==> src/rtl/amm_conduit_master.sv <==
// Avalon-MM master driven from board switches and a pushbutton.
// An address-phase press latches the switch value as the target word address.
// An execute-phase press issues one write of the switch value, or one read
// from that address. The bus status is mirrored on debug_flag.
module amm_conduit_master #(
  parameter int unsigned SYNC_STAGES     = 2,
  parameter int unsigned DEBOUNCE_CYCLES = 50000,
  parameter int unsigned TIMEOUT_CYCLES  = 1024
) (
  input  logic        clk,
  input  logic        reset_n,
  input  logic        rdwr_cntl,
  input  logic        n_action,
  input  logic        add_data_sel,
  input  logic [31:0] rdwr_address,
  output logic [31:0] display_data,
  output logic [15:0] debug_flag,
  output logic [31:0] avm_address,
  output logic        avm_read,
  output logic        avm_write,
  output logic [31:0] avm_writedata,
  output logic [3:0]  avm_byteenable,
  input  logic [31:0] avm_readdata,
  input  logic        avm_readdatavalid,
  input  logic        avm_waitrequest
);

  localparam int unsigned DB_W = (DEBOUNCE_CYCLES > 1) ? $clog2(DEBOUNCE_CYCLES) : 1;
  localparam int unsigned TO_W = $clog2(TIMEOUT_CYCLES + 1);
  localparam logic [DB_W-1:0] DB_MAX = DB_W'(DEBOUNCE_CYCLES - 1);
  localparam logic [TO_W-1:0] TO_MAX = TO_W'(TIMEOUT_CYCLES - 1);

  typedef enum logic [1:0] {
    ST_IDLE    = 2'd0,
    ST_WRITE   = 2'd1,
    ST_READ    = 2'd2,
    ST_RD_WAIT = 2'd3
  } state_t;

  logic [SYNC_STAGES-1:0] r_act_sync;
  logic [SYNC_STAGES-1:0] r_rw_sync;
  logic [SYNC_STAGES-1:0] r_sel_sync;
  logic                   w_act;
  logic                   w_rw;
  logic                   w_sel;

  logic                   r_db_level;
  logic [DB_W-1:0]        r_db_cnt;
  logic                   r_press;

  state_t                 r_state;
  state_t                 w_state_nxt;
  logic [31:0]            r_addr;
  logic [31:0]            w_addr_nxt;
  logic [31:0]            r_rd;
  logic [31:0]            w_rd_nxt;
  logic [31:0]            r_wdata;
  logic [31:0]            w_wdata_nxt;
  logic                   r_write;
  logic                   w_write_nxt;
  logic                   r_read;
  logic                   w_read_nxt;
  logic [TO_W-1:0]        r_tmo_cnt;
  logic [TO_W-1:0]        w_tmo_cnt_nxt;
  logic                   r_tmo_flag;
  logic                   w_tmo_flag_nxt;
  logic [3:0]             r_err_cnt;
  logic [3:0]             w_err_cnt_nxt;
  logic [7:0]             r_txn_cnt;
  logic [7:0]             w_txn_cnt_nxt;
  logic                   w_tmo_hit;

  // Input synchronizers; the button chain resets to its released (high) level.
  always_ff @(posedge clk or negedge reset_n) begin
    if (!reset_n) begin
      r_act_sync <= '1;
      r_rw_sync  <= '0;
      r_sel_sync <= '0;
    end else begin
      r_act_sync <= SYNC_STAGES'({r_act_sync, n_action});
      r_rw_sync  <= SYNC_STAGES'({r_rw_sync, rdwr_cntl});
      r_sel_sync <= SYNC_STAGES'({r_sel_sync, add_data_sel});
    end
  end

  assign w_act = r_act_sync[SYNC_STAGES-1];
  assign w_rw  = r_rw_sync[SYNC_STAGES-1];
  assign w_sel = r_sel_sync[SYNC_STAGES-1];

  // Debounce: accept a new button level after it has differed for DEBOUNCE_CYCLES cycles.
  always_ff @(posedge clk or negedge reset_n) begin
    if (!reset_n) begin
      r_db_level <= 1'b1;
      r_db_cnt   <= '0;
      r_press    <= 1'b0;
    end else begin
      r_press <= 1'b0;
      if (w_act == r_db_level) begin
        r_db_cnt <= '0;
      end else if (r_db_cnt == DB_MAX) begin
        r_db_level <= w_act;
        r_db_cnt   <= '0;
        r_press    <= ~w_act;
      end else begin
        r_db_cnt <= r_db_cnt + DB_W'(1);
      end
    end
  end

  // Transaction state and bus registers.
  always_ff @(posedge clk or negedge reset_n) begin
    if (!reset_n) begin
      r_state    <= ST_IDLE;
      r_addr     <= '0;
      r_rd       <= '0;
      r_wdata    <= '0;
      r_write    <= 1'b0;
      r_read     <= 1'b0;
      r_tmo_cnt  <= '0;
      r_tmo_flag <= 1'b0;
      r_err_cnt  <= '0;
      r_txn_cnt  <= '0;
    end else begin
      r_state    <= w_state_nxt;
      r_addr     <= w_addr_nxt;
      r_rd       <= w_rd_nxt;
      r_wdata    <= w_wdata_nxt;
      r_write    <= w_write_nxt;
      r_read     <= w_read_nxt;
      r_tmo_cnt  <= w_tmo_cnt_nxt;
      r_tmo_flag <= w_tmo_flag_nxt;
      r_err_cnt  <= w_err_cnt_nxt;
      r_txn_cnt  <= w_txn_cnt_nxt;
    end
  end

  assign w_tmo_hit = (r_tmo_cnt >= TO_MAX);

  // Next-state and next-register values; completion wins over timeout in the same cycle.
  always_comb begin
    w_state_nxt    = r_state;
    w_addr_nxt     = r_addr;
    w_rd_nxt       = r_rd;
    w_wdata_nxt    = r_wdata;
    w_write_nxt    = r_write;
    w_read_nxt     = r_read;
    w_tmo_cnt_nxt  = r_tmo_cnt + TO_W'(1);
    w_tmo_flag_nxt = r_tmo_flag;
    w_err_cnt_nxt  = r_err_cnt;
    w_txn_cnt_nxt  = r_txn_cnt;

    case (r_state)
      ST_IDLE: begin
        w_tmo_cnt_nxt = '0;
        w_write_nxt   = 1'b0;
        w_read_nxt    = 1'b0;
        if (r_press) begin
          if (w_sel) begin
            w_addr_nxt = {rdwr_address[31:2], 2'b00};
          end else if (w_rw) begin
            w_state_nxt = ST_READ;
            w_read_nxt  = 1'b1;
          end else begin
            w_state_nxt = ST_WRITE;
            w_write_nxt = 1'b1;
            w_wdata_nxt = rdwr_address;
          end
        end
      end

      ST_WRITE: begin
        if (!avm_waitrequest) begin
          w_state_nxt   = ST_IDLE;
          w_write_nxt   = 1'b0;
          w_txn_cnt_nxt = r_txn_cnt + 8'd1;
        end else if (w_tmo_hit) begin
          w_state_nxt    = ST_IDLE;
          w_write_nxt    = 1'b0;
          w_tmo_flag_nxt = 1'b1;
          w_err_cnt_nxt  = (r_err_cnt == 4'hF) ? 4'hF : r_err_cnt + 4'd1;
        end
      end

      ST_READ: begin
        if (!avm_waitrequest) begin
          w_read_nxt = 1'b0;
          if (avm_readdatavalid) begin
            w_state_nxt   = ST_IDLE;
            w_rd_nxt      = avm_readdata;
            w_txn_cnt_nxt = r_txn_cnt + 8'd1;
          end else begin
            w_state_nxt = ST_RD_WAIT;
          end
        end else if (w_tmo_hit) begin
          w_state_nxt    = ST_IDLE;
          w_read_nxt     = 1'b0;
          w_tmo_flag_nxt = 1'b1;
          w_err_cnt_nxt  = (r_err_cnt == 4'hF) ? 4'hF : r_err_cnt + 4'd1;
        end
      end

      ST_RD_WAIT: begin
        w_read_nxt = 1'b0;
        if (avm_readdatavalid) begin
          w_state_nxt   = ST_IDLE;
          w_rd_nxt      = avm_readdata;
          w_txn_cnt_nxt = r_txn_cnt + 8'd1;
        end else if (w_tmo_hit) begin
          w_state_nxt    = ST_IDLE;
          w_tmo_flag_nxt = 1'b1;
          w_err_cnt_nxt  = (r_err_cnt == 4'hF) ? 4'hF : r_err_cnt + 4'd1;
        end
      end

      default: begin
        w_state_nxt = ST_IDLE;
        w_write_nxt = 1'b0;
        w_read_nxt  = 1'b0;
      end
    endcase
  end

  assign avm_address    = r_addr;
  assign avm_read       = r_read;
  assign avm_write      = r_write;
  assign avm_writedata  = r_wdata;
  assign avm_byteenable = 4'hF;

  assign display_data = w_sel ? r_addr : r_rd;
  assign debug_flag   = {r_state, r_tmo_flag, (r_state != ST_IDLE), r_err_cnt, r_txn_cnt};

endmodule

==> config.mk <==
export PLATFORM = sky130hd
export DESIGN_NAME = amm_conduit_master
export DESIGN_NICKNAME = d
export VERILOG_FILES = /design/src/rtl/amm_conduit_master.sv
export SDC_FILE = /design/constraint.sdc
export NUM_CORES = 1
export LEC_CHECK = 0
export ABC_CLOCK_PERIOD_IN_PS = 3300
export CAP_MARGIN = 10
export CORE_MARGIN = 3
export CORE_UTILIZATION = 50
export DETAILED_ROUTE_END_ITERATION = 6
export GPL_TIMING_DRIVEN = 0
export PLACE_DENSITY = 0.84
export SKIP_CTS_REPAIR_TIMING = 1
export SYNTH_ARGS = -nofsm -noshare
export SYNTH_HDL_FRONTEND = slang
export SYNTH_SLANG_ARGS = --single-unit
export TNS_END_PERCENT = 100
==> constraint.sdc <==
create_clock -name clk -period 3.3 [get_ports clk]
set_input_delay 0.825 -clock clk [delete_from_list [all_inputs] [get_ports clk]]
set_output_delay 0.825 -clock clk [all_outputs]
set_load 0.005 [all_outputs]
## Yosys cells after proc, flatten, opt, wreduce, memory -nomap -nowiden

Index checks and enable logic that the tools add are counted.
W data, S select, Z words.

- Flip-flop bits (word level): 146
- Word-level logic and storage cells: 97

- Add/sub/neg operators: 4
- Magnitude comparators: 1
- Equality and inequality tests: 14
- Muxes and demuxes: 41
- Bitwise logic cells: 4
- Reductions and logical operators: 17

Operators with widths:

| kind | count |
|---|---|
| $mux W32 | 3 |
| $pmux W32 S2 | 1 |
| $mux W16 | 2 |
| $mux W8 | 3 |
| $pmux W8 S3 | 1 |
| $add A16 B1 Y16 const B | 1 |
| $eq A16 B16 Y1 const B | 1 |
| $mux W2 | 8 |
| $mux W4 | 4 |
| $mux W1 | 13 |
| $add A11 B1 Y11 const B | 1 |
| $ge A11 B10 Y1 const B | 1 |
| $mux W11 | 1 |
| $ne A2 B2 Y1 const B | 5 |
| $reduce_and A2 Y1 | 5 |
| $reduce_and A3 Y1 | 3 |
| $add A8 B1 Y8 const B | 1 |
| $pmux W2 S4 | 1 |
| $pmux W4 S2 | 1 |
| $reduce_bool A2 Y1 | 4 |
| $ne A3 B3 Y1 const B | 2 |
| $reduce_bool A3 Y1 | 2 |
| $add A4 B1 Y4 const B | 1 |
| $eq A2 B2 Y1 const B | 2 |
| 10 further kinds | 14 |

## Longest topological paths before layout

- Word-level depth: 5
- Gate-level depth with buffers: 7

## Worst setup path after synthesis

No wires, ideal clock.

- Path type: reg2out
- Start: register r_sel_sync[1]
- End: output display_data[10]
- Arrival time: 1.247 ns
- Required time: 2.475 ns
- Setup slack: 1.228 ns
- Stages on the path, launching flop included: 4
- Buffers on the path: 2
- Path through: dfrtp_1 > clkbuf_1 > clkbuf_1 > mux2_2

- Longest elaborated chain between the ends: 1

RTL lines:

| item | line | RTL |
|---|---|---|
| start, declared | 42 | `logic [SYNC_STAGES-1:0] r_sel_sync;` |
| start signal, assigned | 82 | `r_sel_sync <= SYNC_STAGES'({r_sel_sync, add_data_sel});` |
| $mux W32 | 229 | `assign display_data = w_sel ? r_addr : r_rd;` |
| end, declared | 16 | `output logic [31:0] display_data,` |

No other way between the ends.

## Final worst setup path

- Start: register r_sel_sync[1]
- End: output display_data[21]

Same word-level chain as after synthesis.

==> summary.md <==
| Metric | Value |
|---|---|
| Run status | complete, no violations |
| Reg2reg setup slack | ~0.73 ns |
| Via count of the first global-routing pass | 5,017 |
| Number of I/O port buffers | ~180 |
| Root buffer selected by CTS | clkbuf_16 |
| Syn. warnings | 0 |
| Maximum number of pins on one net before global-route repair | 98 |
| Top fanout value on the critical path | 10 |
| Number of nets in the layout | approximately 750 |
| Total global routing overflow | 0 |
| Number of DRC violations after detailed routing | 0 |
| Flop and latch count out of synthesis | 146 |
| Final worst hold slack | 0.3416 ns |
| Initial Utilization | 51.99% |
| Sequential fraction of the synthesis area | 57.85% |
| Slew of the pin with the lowest slew margin | 0.7082 ns |
| Sum of net half-perimeters after detailed placement | 11.00 mm |
| Most area-hungry cell type in the Yosys netlist | dfrtp_1 |
| Clock network latency to the later pin of the worst-skew pair | ~0.42 ns |
| Number of DRC markers in iteration 0 | 316 |
| Cell types occupying the most area after synthesis | dfrtp_1 57%, mux2_2 22%, xnor2_1 3.2% |
| Share of post-route cells with drive strength above 1 | 26.49% |
| Synth unique cells | 47 |
| Number of slew-limit violations in the final report | 0 |
| Standard-cell row count | 40 |
| Count of endpoints failing hold in the final timing report | 0 |
| Horizontal extent of the die | 118.5 um |
| Mapped Cells | 468 |
| First-pass iteration count of the detailed router | 4 |
| Total CTS buffers | 17 |
| Proportion of synthesized flip-flops having asynchronous set or reset | 100.0% |
| Bufs on Longest Clock Path | 2 |
| Die ar. | 14,030 um^2 |
| Area post-placement | 8398 um^2 |
| Clock input transition at the sequential cells of the worst setup and hold paths | 0.06 ns |
| Min cycle time layout | 3.164 ns |
| Leading register cell type out of synthesis | dfrtp_1 |
| Required time of the critical path | 2.47 ns |
| IR drop worst, VDD | 331.6 uV |
| Leakage power summed over all cells | a little under 0.004 uW |
| Class of the most critical setup path | reg2out |
| Sinks on Clock Net | 146 |
| DIE HEIGHT | between 100 and 150 um |
| Total global-route track usage | 23.13% |
| Syn avg cell area | 13.51 um^2 |
| Unrepaired setup endpoints after global routing | false |
| Antenna Nets Post-Route | 0 |
| Diodes inserted | 0 |
| Endpoints failing setup | 0 |
| Period utilisation layout | 95.87% |
| Standard cell core area | between 10,000 and 15,000 um^2 |
| Setup crit end kind | primary output |
| Via count | 4,536 |
| Routed wire per std cell | 17.98 um |
| Peak Freq | roughly 0.32 GHz |
| Final standard cell area without fillers | 9016 um^2 |
| Vias per inst | 5.305 |
| Placer's final routability congestion estimate | 0.8197 |
| Headroom to the max-slew limit | 52.17% |
| Post-Syn Area | 6322 um^2 |
| Startpoint type of the worst setup path | flop |
| IO Pins | 189 |
| Hold Path Class | in2async |
| Initial antenna violation count | 0 |
| TritonCTS clock tree | built |
| Max capacitance violation total | 0 |
| Count of flip-flops with a built-in enable after synthesis | 0 |
| Fraction of synthesized cell area taken by the top area cell type | 56.60% |
| Worst Reg2Reg Path Length in Cells | 6 |
| First-pass GRT wire length | 25.75 mm |
| Max H-tree Level | 4 |
| Post-detailed-routing wire length | 15.37 mm |
| Endpoint arrival time on the critical path | ~2.3 ns |
| Area grow syn2layout | 42.61% |
| Pwr/cell area | roughly 480 nW/um^2 |
| Clock tree skew after final layout | 0.008176 ns |
==> power breakdown <==
| part | total, uW | leakage [uW] | switching (uW) | internal, uW |
|---|---|---|---|---|
| Combinational | 465 | 0.00172 | 168 | 297 |
| Sequential | 1940 | 0.00191 | 77.5 | 1870 |
| Clock | 1960 | 0.000302 | 701 | 1260 |
| Total | 4370 | 0.00393 | 946 | 3420 |
==> layout make-up <==
| cell class | instances | area (um^2) |
|---|---|---|
| clock inverter | 10 | 130.1 |
| multi-input combinational | 292 | 2515 |
| clock buffer | 22 | 484.2 |
| timing repair buffer | 183 | 1851 |
| tap | 168 | 210.2 |
| buffer | 22 | 123.9 |
| inverter | 12 | 45.04 |
| fill | 805 | 3146 |
| sequential | 146 | 3657 |
==> state kept, by name, summed over array words and instances, names as in the netlist <==
name / flops
r_tmo_cnt: 11
r_act_sync: 2
r_db_cnt: 16
r_state: 2
r_sel_sync: 2
avm_address: 30
r_db_level: 1
r_press: 1
r_rd: 32
avm_read: 1
r_txn_cnt: 8
avm_write: 1
r_rw_sync: 2
r_tmo_flag: 1
r_err_cnt: 4
avm_writedata: 32
==> Yosys cell counts (2+ instances only) <==
cell type,number
buf_4,7
ha_1,9
o21ai_0,3
nand4_1,12
buf_2,3
nor2_1,30
nor4_1,6
and4_1,2
a21oi_1,6
a31oi_1,5
nor2b_1,4
and2_1,2
dfstp_2,3
xnor2_1,23
nand4b_1,2
clkbuf_1,8
mux2_2,126
xor2_1,7
dfrtp_1,143
nor3_1,5
inv_1,12
buf_1,3
nand3_1,12
nor3b_1,2
nand2_1,9
and3_1,2
conb_1,2
==> cell families after synthesis <==
family / Yosys count / synth area share, %
AO/OA/AOI/OAI: 22 / 2.316
buffers and inverters: 34 / 2.612
adder cells (fa/ha/maj): 9 / 1.781
XOR/XNOR: 30 / 4.156
multiplexers: 128 / 22.84
other: 2 / 0.1188
flip-flops: 146 / 57.85
AND/OR/NAND/NOR: 97 / 8.332
==> cell usage in the layout, fill, tap and decap left out, drive strengths merged, types with 3 or more instances in the layout <==
cell type / netlist / final
o21ai: 3 / 3
conb: 2 / 6
mux2: 127 / 127
clkdlybuf4s50: 0 / 181
inv: 12 / 12
nor3: 5 / 5
clkinv: 0 / 5
nand3: 12 / 12
xnor2: 23 / 23
clkbuf: 8 / 30
bufinv: 0 / 3
dfstp: 3 / 3
buf: 14 / 16
and3: 3 / 3
ha: 9 / 9
a21oi: 6 / 6
nand2: 10 / 10
nor2b: 4 / 4
nor4: 6 / 6
xor2: 7 / 7
a31oi: 5 / 5
nor3b: 3 / 3
nor2: 30 / 30
dfrtp: 143 / 143
nand4: 12 / 12
==> through the flow <==
| step | total power [uW] | TNS (ns) | std cells | worst slack [ns] | utilization [%] |
|---|---|---|---|---|---|
| detailed placement | 2431 | 0 | 823 | 0.3139 | 69.05 |
| global placement | 2409 | -611.87 | 822 | -4.238 | 68.82 |
| finish | 4371 | 0 | 855 | 0.1362 | 74.14 |
| CTS | 4404 | -2.968 | 855 | -0.1540 | 74.10 |
| floorplan | 2103 | 0 | 472 | 1.228 | - |
| global route | 4525 | 0 | 855 | 0.008614 | 74.14 |
==> metal layers <==
metal | vias up | wire (um) | global-route usage (%)
met5 | - | 0 | 0
met4 | 0 | 324 | 8.617
met3 | 20 | 960 | 7.560
met2 | 156 | 8130 | 39.94
met1 | 2291 | 5955 | 26.89
li1 | 2069 | - | -
==> worst max-delay path, cell delays in order (launching register included) <==
cell and delay, ns:
dfrtp_1 0.32, clkbuf_1 0.34, clkbuf_2 0.38, mux2_2 0.38
clkdlybuf4s50_1 0.49
==> worst paths after layout <==
kind                                    end     startpoint
min in group clk              r_sel_sync[1]  r_sel_sync[0]
max                        display_data[21]  r_sel_sync[1]
max in group asynchronous     r_act_sync[1]        reset_n
min                         avm_address[11]        reset_n
min reg2reg                   r_sel_sync[1]  r_sel_sync[0]
max reg2reg                avm_writedata[3]     r_state[0]
Power figures use the tool's default switching activity.
